--- config.mk ---
export PLATFORM = sky130hd
export DESIGN_NAME = des_mode_ctrl
export DESIGN_NICKNAME = d
export VERILOG_FILES = /design/src/rtl/des_mode_pkg.sv /design/src/rtl/des_ch_ctx.sv /design/src/rtl/des_mode_ctrl.sv
export SDC_FILE = /design/constraint.sdc
export NUM_CORES = 2
export LEC_CHECK = 0
export ABC_CLOCK_PERIOD_IN_PS = 4600
export BUFFER_PORTS_ARGS = -buffer_cell sky130_fd_sc_hd__buf_2
export CAP_MARGIN = 10
export CORE_AREA = 5 5 332 334
export CTS_BUF_LIST = sky130_fd_sc_hd__clkbuf_4
export CTS_CLUSTER_DIAMETER = 80
export DETAILED_ROUTE_END_ITERATION = 8
export DIE_AREA = 0 0 337 339
export GPL_TIMING_DRIVEN = 1
export PLACE_DENSITY = 0.67
export SETUP_SLACK_MARGIN = 0.05
export SYNTH_ARGS = -nofsm -noshare
export SYNTH_HDL_FRONTEND = slang
export SYNTH_SLANG_ARGS = --single-unit
--- constraint.sdc ---
create_clock -name clk -period 4.6 [get_ports clk]
set_input_delay 0.46 -clock clk [delete_from_list [all_inputs] [get_ports clk]]
set_output_delay 0.46 -clock clk [all_outputs]
set_load 0.005 [all_outputs]
--- src/rtl/des_mode_pkg.sv ---
// Shared types and constants for the DES block-cipher mode controller.
// CTR support is selected with the DES_MODE_CTR_EN macro (see des_mode_ctrl).
package des_mode_pkg;

  localparam int DES_DATA_W = 64;

  typedef enum logic [1:0] {
    ECB = 2'd0,
    CBC = 2'd1,
    CTR = 2'd2,
    RSV = 2'd3
  } mode_e;

  typedef enum logic [1:0] {
    CFG_KEY  = 2'd0,
    CFG_IV   = 2'd1,
    CFG_CTRL = 2'd2,
    CFG_NOP  = 2'd3
  } cfg_sel_e;

  typedef enum logic [1:0] {
    IDLE  = 2'd0,
    ISSUE = 2'd1,
    WAIT  = 2'd2,
    HOLD  = 2'd3
  } state_e;

endpackage

--- src/rtl/des_ch_ctx.sv ---
// Per-channel key / IV / control register file for des_mode_ctrl.
// One write port shared by config writes and the post-block IV update
// (IV update wins on a same-cycle collision), one read port.
module des_ch_ctx
  import des_mode_pkg::*;
#(
  parameter int NUM_CH = 4,
  parameter int DATA_W = DES_DATA_W,
  parameter int CH_W   = 2
) (
  input  logic              clk,
  input  logic              rst,
  input  logic              wr_en_i,
  input  logic [CH_W-1:0]   wr_ch_i,
  input  logic [1:0]        wr_sel_i,
  input  logic [DATA_W-1:0] wr_data_i,
  input  logic              upd_en_i,
  input  logic [CH_W-1:0]   upd_ch_i,
  input  logic [DATA_W-1:0] upd_iv_i,
  input  logic [CH_W-1:0]   rd_ch_i,
  output logic [DATA_W-1:0] key_o,
  output logic [DATA_W-1:0] iv_o,
  output mode_e             mode_o,
  output logic              enc_o,
  output logic              ok_o
);

  logic [DATA_W-1:0] key_q [NUM_CH];
  logic [DATA_W-1:0] iv_q  [NUM_CH];
  mode_e             mode_q[NUM_CH];
  logic              enc_q [NUM_CH];

  // Context storage; channel numbers outside 0..NUM_CH-1 match no entry and are dropped.
  always_ff @(posedge clk or negedge rst) begin
    if (!rst) begin
      for (int i = 0; i < NUM_CH; i++) begin
        key_q[i]  <= '0;
        iv_q[i]   <= '0;
        mode_q[i] <= ECB;
        enc_q[i]  <= 1'b1;
      end
    end else begin
      for (int i = 0; i < NUM_CH; i++) begin
        if (wr_en_i && (wr_ch_i == CH_W'(i))) begin
          case (cfg_sel_e'(wr_sel_i))
            CFG_KEY:  key_q[i] <= wr_data_i;
            CFG_IV:   iv_q[i]  <= wr_data_i;
            CFG_CTRL: begin
              mode_q[i] <= mode_e'(wr_data_i[1:0]);
              enc_q[i]  <= wr_data_i[2];
            end
            default: ;
          endcase
        end
        // Placed after the config write so the chaining update takes priority.
        if (upd_en_i && (upd_ch_i == CH_W'(i))) begin
          iv_q[i] <= upd_iv_i;
        end
      end
    end
  end

  // Read mux; ok_o flags that the index names an existing channel.
  always_comb begin
    key_o  = '0;
    iv_o   = '0;
    mode_o = ECB;
    enc_o  = 1'b1;
    ok_o   = 1'b0;
    for (int i = 0; i < NUM_CH; i++) begin
      if (rd_ch_i == CH_W'(i)) begin
        key_o  = key_q[i];
        iv_o   = iv_q[i];
        mode_o = mode_q[i];
        enc_o  = enc_q[i];
        ok_o   = 1'b1;
      end
    end
  end

endmodule

--- src/rtl/des_mode_ctrl.sv ---
// Multi-channel ECB/CBC/CTR mode controller in front of a shared iterative
// DES core. Define DES_MODE_CTR_EN to enable CTR mode (and its counter adder);
// without it mode 2 is reserved and returns an error result.
module des_mode_ctrl
  import des_mode_pkg::*;
#(
  parameter int  NUM_CH  = 4,
  parameter int  DATA_W  = DES_DATA_W,
  parameter int  TIMEOUT = 64,
  localparam int CH_W    = (NUM_CH > 1) ? $clog2(NUM_CH) : 1
) (
  input  logic              clk,
  input  logic              rst,
  input  logic              cfg_we,
  output logic              cfg_ready,
  input  logic [CH_W-1:0]   cfg_ch,
  input  logic [1:0]        cfg_sel,
  input  logic [DATA_W-1:0] cfg_wdata,
  input  logic              in_valid,
  output logic              in_ready,
  input  logic [CH_W-1:0]   in_ch,
  input  logic [DATA_W-1:0] in_data,
  output logic              out_valid,
  input  logic              out_ready,
  output logic [CH_W-1:0]   out_ch,
  output logic [DATA_W-1:0] out_data,
  output logic              out_err,
  output logic              core_enable,
  output logic              core_encrypt,
  output logic [DATA_W-1:0] core_key,
  output logic [DATA_W-1:0] core_in,
  input  logic              core_valid,
  input  logic [DATA_W-1:0] core_out
);

`ifdef DES_MODE_CTR_EN
  localparam logic CTR_EN = 1'b1;
`else
  localparam logic CTR_EN = 1'b0;
`endif
  localparam int CNT_W = (TIMEOUT > 1) ? $clog2(TIMEOUT) : 1;

  state_e            state_q, state_d;
  logic [CH_W-1:0]   ch_q, ch_d;
  logic [DATA_W-1:0] x_q, x_d;
  mode_e             mode_q, mode_d;
  logic [DATA_W-1:0] key_q, key_d, cin_q, cin_d, odata_q, odata_d;
  logic              cenc_q, cenc_d, oerr_q, oerr_d;
  logic [CH_W-1:0]   och_q, och_d;
  logic [CNT_W-1:0]  cnt_q, cnt_d;

  logic [CH_W-1:0]   rd_ch;
  logic [DATA_W-1:0] rd_key, rd_iv, upd_iv;
  mode_e             rd_mode;
  logic              rd_enc, rd_ok, upd_en, cfg_acc, blk_bad;

  // A busy channel's context is frozen; other channels stay writable.
  assign cfg_ready   = !((state_q != IDLE) && (cfg_ch == ch_q));
  assign cfg_acc     = cfg_we && cfg_ready;
  assign in_ready    = (state_q == IDLE);
  assign core_enable = (state_q == ISSUE);
  assign out_valid   = (state_q == HOLD);
  assign core_key     = key_q;
  assign core_in      = cin_q;
  assign core_encrypt = cenc_q;
  assign out_data     = odata_q;
  assign out_err      = oerr_q;
  assign out_ch       = och_q;

  // In IDLE look at the offered channel so the block can be vetted on accept.
  assign rd_ch   = (state_q == IDLE) ? in_ch : ch_q;
  assign blk_bad = !rd_ok || (rd_mode == RSV) || ((rd_mode == CTR) && !CTR_EN);

  des_ch_ctx #(
    .NUM_CH (NUM_CH),
    .DATA_W (DATA_W),
    .CH_W   (CH_W)
  ) u_ctx (
    .clk       (clk),
    .rst       (rst),
    .wr_en_i   (cfg_acc),
    .wr_ch_i   (cfg_ch),
    .wr_sel_i  (cfg_sel),
    .wr_data_i (cfg_wdata),
    .upd_en_i  (upd_en),
    .upd_ch_i  (ch_q),
    .upd_iv_i  (upd_iv),
    .rd_ch_i   (rd_ch),
    .key_o     (rd_key),
    .iv_o      (rd_iv),
    .mode_o    (rd_mode),
    .enc_o     (rd_enc),
    .ok_o      (rd_ok)
  );

  // Block sequencing, core operand setup, result chaining and IV update.
  always_comb begin
    state_d = state_q;
    ch_d    = ch_q;
    x_d     = x_q;
    mode_d  = mode_q;
    key_d   = key_q;
    cin_d   = cin_q;
    cenc_d  = cenc_q;
    odata_d = odata_q;
    oerr_d  = oerr_q;
    och_d   = och_q;
    cnt_d   = cnt_q;
    upd_en  = 1'b0;
    upd_iv  = rd_iv;
    case (state_q)
      IDLE: begin
        if (in_valid) begin
          ch_d   = in_ch;
          x_d    = in_data;
          mode_d = rd_mode;
          och_d  = in_ch;
          if (blk_bad) begin
            state_d = HOLD;
            oerr_d  = 1'b1;
            odata_d = '0;
          end else begin
            state_d = ISSUE;
            oerr_d  = 1'b0;
            key_d   = rd_key;
            cenc_d  = rd_enc;
            case (rd_mode)
              CBC:     cin_d = rd_enc ? (in_data ^ rd_iv) : in_data;
              CTR: begin
                cin_d  = rd_iv;
                cenc_d = 1'b1;
              end
              default: cin_d = in_data;
            endcase
          end
        end
      end
      ISSUE: begin
        cnt_d   = '0;
        state_d = WAIT;
      end
      WAIT: begin
        if (core_valid) begin
          state_d = HOLD;
          oerr_d  = 1'b0;
          case (mode_q)
            CBC: begin
              upd_en = 1'b1;
              if (cenc_q) begin
                odata_d = core_out;
                upd_iv  = core_out;
              end else begin
                odata_d = core_out ^ rd_iv;
                upd_iv  = x_q;
              end
            end
`ifdef DES_MODE_CTR_EN
            CTR: begin
              odata_d = core_out ^ x_q;
              upd_en  = 1'b1;
              upd_iv  = rd_iv + DATA_W'(1);
            end
`endif
            default: odata_d = core_out;
          endcase
        end else if (cnt_q == CNT_W'(TIMEOUT - 1)) begin
          state_d = HOLD;
          oerr_d  = 1'b1;
          odata_d = '0;
        end else begin
          cnt_d = cnt_q + CNT_W'(1);
        end
      end
      HOLD: begin
        if (out_ready) state_d = IDLE;
      end
      default: state_d = IDLE;
    endcase
  end

  // State and datapath registers; reset abandons any block in flight.
  always_ff @(posedge clk or negedge rst) begin
    if (!rst) begin
      state_q <= IDLE;
      ch_q    <= '0;
      x_q     <= '0;
      mode_q  <= ECB;
      key_q   <= '0;
      cin_q   <= '0;
      cenc_q  <= 1'b1;
      odata_q <= '0;
      oerr_q  <= 1'b0;
      och_q   <= '0;
      cnt_q   <= '0;
    end else begin
      state_q <= state_d;
      ch_q    <= ch_d;
      x_q     <= x_d;
      mode_q  <= mode_d;
      key_q   <= key_d;
      cin_q   <= cin_d;
      cenc_q  <= cenc_d;
      odata_q <= odata_d;
      oerr_q  <= oerr_d;
      och_q   <= och_d;
      cnt_q   <= cnt_d;
    end
  end

endmodule
==> metrics.md <==
| Metric | Value |
|---|---|
| Outcome | finished clean |
| Logic pwr share | between 40% and 50% |
| Port Buffers | just over 400 |
| FMAX | 0.254 GHz |
| Total gr overflow | 0 |
| EDFF count, synth | 0 |
| Starting Density | between 30 and 40% |
| Kind of critical path | flop to flop |
| Dominant synthesized flop cell | dfrtp_1 |
| Crit path buf inv count | 5 |
| Critical Path RT | between 5000 and 6000 ps |
| Fin Setup TNS | 0 ps |
| Max-slew headroom | 28.9% |
| Slew @ Worst Pin | ~1100 ps |
| Kind of cell adding the most delay to the critical path | buffers and inverters |
| Worst EP arrival | 4900 ps |
| Sw Ratio | 39.3% |
| Vias in the first global route | about 34000 |
| Final Wtd Congestion | roughly 0.8 |
| CTS root buffer | clkbuf_4 |
| Via count | around 32000 |
| Yosys top cell by area | dfrtp_1 |
| Peak supply drop | around 0.0011 V |
| Area grow syn2layout | 20.6% |
| Iteration count of the initial detailed-routing pass | 6 |
| Mean Syn Cell Area | ~12 µm² |
| Die footprint | between 100000 and 150000 µm² |
| Top-area cell type share of the netlist area | between 40% and 50% |
| Die H | about 340 µm |
| Post-Syn Instances | 3581 |
| PwrDens | about 690 nW/µm² |
| CP max FO | 21 |
| Top cells by area, synth | dfrtp_1 (48%), mux2_2 (11%), mux2i_1 (7.9%), mux4_2 (7.1%), nand2_1 (3.6%) |
| Crit start category | flop |
| Post-DP HPWL | between 80000 and 90000 µm |
| List of most frequent post-synthesis cells | dfrtp_1 (789), nand2_1 (397), mux2_2 (393), mux2i_1 (327), a21oi_1 (261) |
| Fin crit share | between 80% and 90% |
| Register bit total from synthesis | around 790 |
| DP Area | roughly 45000 µm² |
| FILL cells | 9763 |
| Min Tclk post-route | 3940 ps |
| # resized after CTS | 0 |
| Total Wirelength | between 100000 and 150000 µm |
| Post-route cell area | 49800 µm² |
| Routed wire length per instance | 23.3 µm |
| Share of layout cells above drive strength 1 | 32.8% |
| Clock buffer depth | 3 |
| Sequential Power Share | 35.5% |
| Largest net degree at the start of global routing | approximately 140 |
| Clock Latency Late Sink | around 1100 ps |
| NetSw | between 10 and 15 mW |
| Final nets | 4426 |
| Max Cap Viol | 0 |
| Final setup viols | 0 |
| Initial antenna violation count | 22 |
| Sequential-to-total area share from yosys stat | approximately 48% |
| Share of flip-flops with an asynchronous set or reset | 100% |
| Synth unique cells | 53 |
| Worst-path clk slew | around 70 ps |
| CORE AREA | roughly 110000 µm² |
| CP Cell Sequence | inv_1, ha_1, buf_4, mux2i_4, mux4_2, inv_1, ha_4, o21ai_0, nand2_1, o211ai_1, buf_4, o2bb2ai_1, dlygate4sd3_1 |
| DR DRC count | 0 |
| DIE WIDTH | between 300 and 400 µm |
| Top-count cell post-synth | dfrtp_1 |
| 1st-iter DRT viols | about 2600 |
| RSZ-0062 raised after global routing | no |
| Yosys warnings | 0 |
| CP max stage cell | dlygate4sd3_1 |
| Clock sink count | between 700 and 800 |
| Crit end category | flop |
| Total global-route track usage | 23.3% |
| CP peak stage delay | 580 ps |
| Skew final | slightly above 80 ps |
| Int Power | 20.9 mW |
| Min-delay worst type | primary input to async pin |
| CTS tree | yes |
| Lkg Pwr | about 22 nW |
| Final hold vios | 0 |
| Syn nets | 3794 |
| CTS Buf Count | between 200 and 250 |
| Mapped cell area | 41300 µm² |
| Max-slew violations | 0 |
| Final ANT Viol Nets | 0 |
| Top Ports | a little over 400 |
| Htree depth | 4 |
| Clock share of power | 19.2% |
| Vias per Instance | roughly 5.6 |
| Row cnt | 120 |
| Global-route wire length before repair | approximately 210000 µm |
[power by group through the flow]
stage | Clock [mW] | Combinational, mW | Sequential [mW]
after floorplan | 0 | 10.7 | 11.5
after global placement | 0 | 15.0 | 12.1
final | 6.63 | 15.6 | 12.2
after detailed placement | 0 | 15.3 | 12.3
after CTS | 6.82 | 15.6 | 12.2
after global routing | 7.19 | 16.8 | 12.6
[layer usage]
layer	GRT usage, %	vias to the layer above	routed length (µm)
met4	9.27	6	4510
met3	4.75	286	9650
met5	0	-	34
met1	31.1	16500	57200
li1	-	14300	-
met2	37.5	1382	63900
[final timing paths]
kind / start / to / slack (ps) / cells past startpoint
max in group asynchronous: rst / core_key[13] / 3690 / 3
min reg2reg: core_key[25] / core_key[25] / 470 / 2
max reg2reg: state_q[1] / out_data[61] / 660 / 13
min: rst / u_ctx.mode_q[4] / 140 / 3
min in group clk: in_data[57] / x_q[57] / 170 / 3
max: state_q[1] / out_data[61] / 660 / 13
[placed cells by master, fill, tap and decap left out, types with 5 or more instances in the layout]
cell	count
inv_1	12
buf_4	45
and3_1	63
nand4_1	7
dlygate4sd3_1	227
o21ai_0	76
clkinv_2	13
buf_12	22
o31ai_1	59
or3_1	70
ha_1	8
nor2_1	206
a21oi_1	261
mux4_2	131
nand3_1	131
clkbuf_4	327
buf_2	402
mux2_4	60
mux2i_1	324
o211ai_1	60
nand2b_1	65
o2bb2ai_1	65
diode_2	13
xor2_1	66
dfrtp_1	789
nand2_1	395
clkinv_1	47
mux2_2	393
nor2_4	5
[flip-flops by register name (all words and copies together), names as in the netlist]
| register | cells |
|---|---|
| u_ctx.iv_q | 256 |
| x_q | 64 |
| mode_q | 2 |
| u_ctx.key_q | 256 |
| out_err | 1 |
| core_in | 64 |
| out_data | 64 |
| core_key | 64 |
| core_encrypt | 1 |
| out_ch | 2 |
| u_ctx.mode_q | 8 |
| state_q | 2 |
| cnt_q | 6 |
| u_ctx.enc_q | 4 |
[area by class of cell]
cell class | instances | area (µm²) | area share, %
diodes | 13 | 32.5 | 0.0653
clock buffers | 327 | 2450 | 4.93
clock inverters | 73 | 407 | 0.816
inverters | 12 | 45.0 | 0.0904
multi-input cells | 2490 | 20100 | 40.4
flip-flops and latches | 794 | 19900 | 39.9
well taps | 1403 | 1760 | 3.52
repair buffers | 698 | 5100 | 10.2
[worst reg2reg max path: stages, from the launching register on]
cell           delay, ps
dfrtp_1              400
inv_1                130
ha_1                 240
buf_4                280
mux2i_4              390
mux4_2               390
inv_1                140
ha_4                 320
o21ai_0              140
nand2_1              150
o211ai_1             180
buf_4                300
o2bb2ai_1            170
dlygate4sd3_1        580
[through the flow]
stage | utilization, % | worst slack, ps | power, mW | hold slack (ps) | std cells
floorplan | - | 1040 | 22.2 | 164 | 3581
global placement | 41.9 | 949 | 27.2 | 453 | 5169
detailed placement | 41.9 | 869 | 27.6 | 458 | 5169
CTS | 46.7 | 589 | 34.6 | 0.958 | 5797
global route | 46.7 | 398 | 36.5 | 39.8 | 5803
finish | 46.7 | 664 | 34.5 | 142 | 5810
[cell families after synthesis]
family | synth area share (%)
xor gates and xnor gates | 1.44
muxes | 28.1
buffers and inverters | 3.48
and+or+nand+nor | 10.8
adders and majority gates | 0.273
AOI/OAI and AO/OA | 7.78
DFF | 48.1
[timing repair]
item | 4_1_cts | 5_1_grt
hold endpoints to repair | 1336 | 0
setup buffers | 0 | 0
hold buffers | 228 | 0
setup endpoints to repair | 0 | 0
No activity file was read; power rests on OpenSTA's default activity.
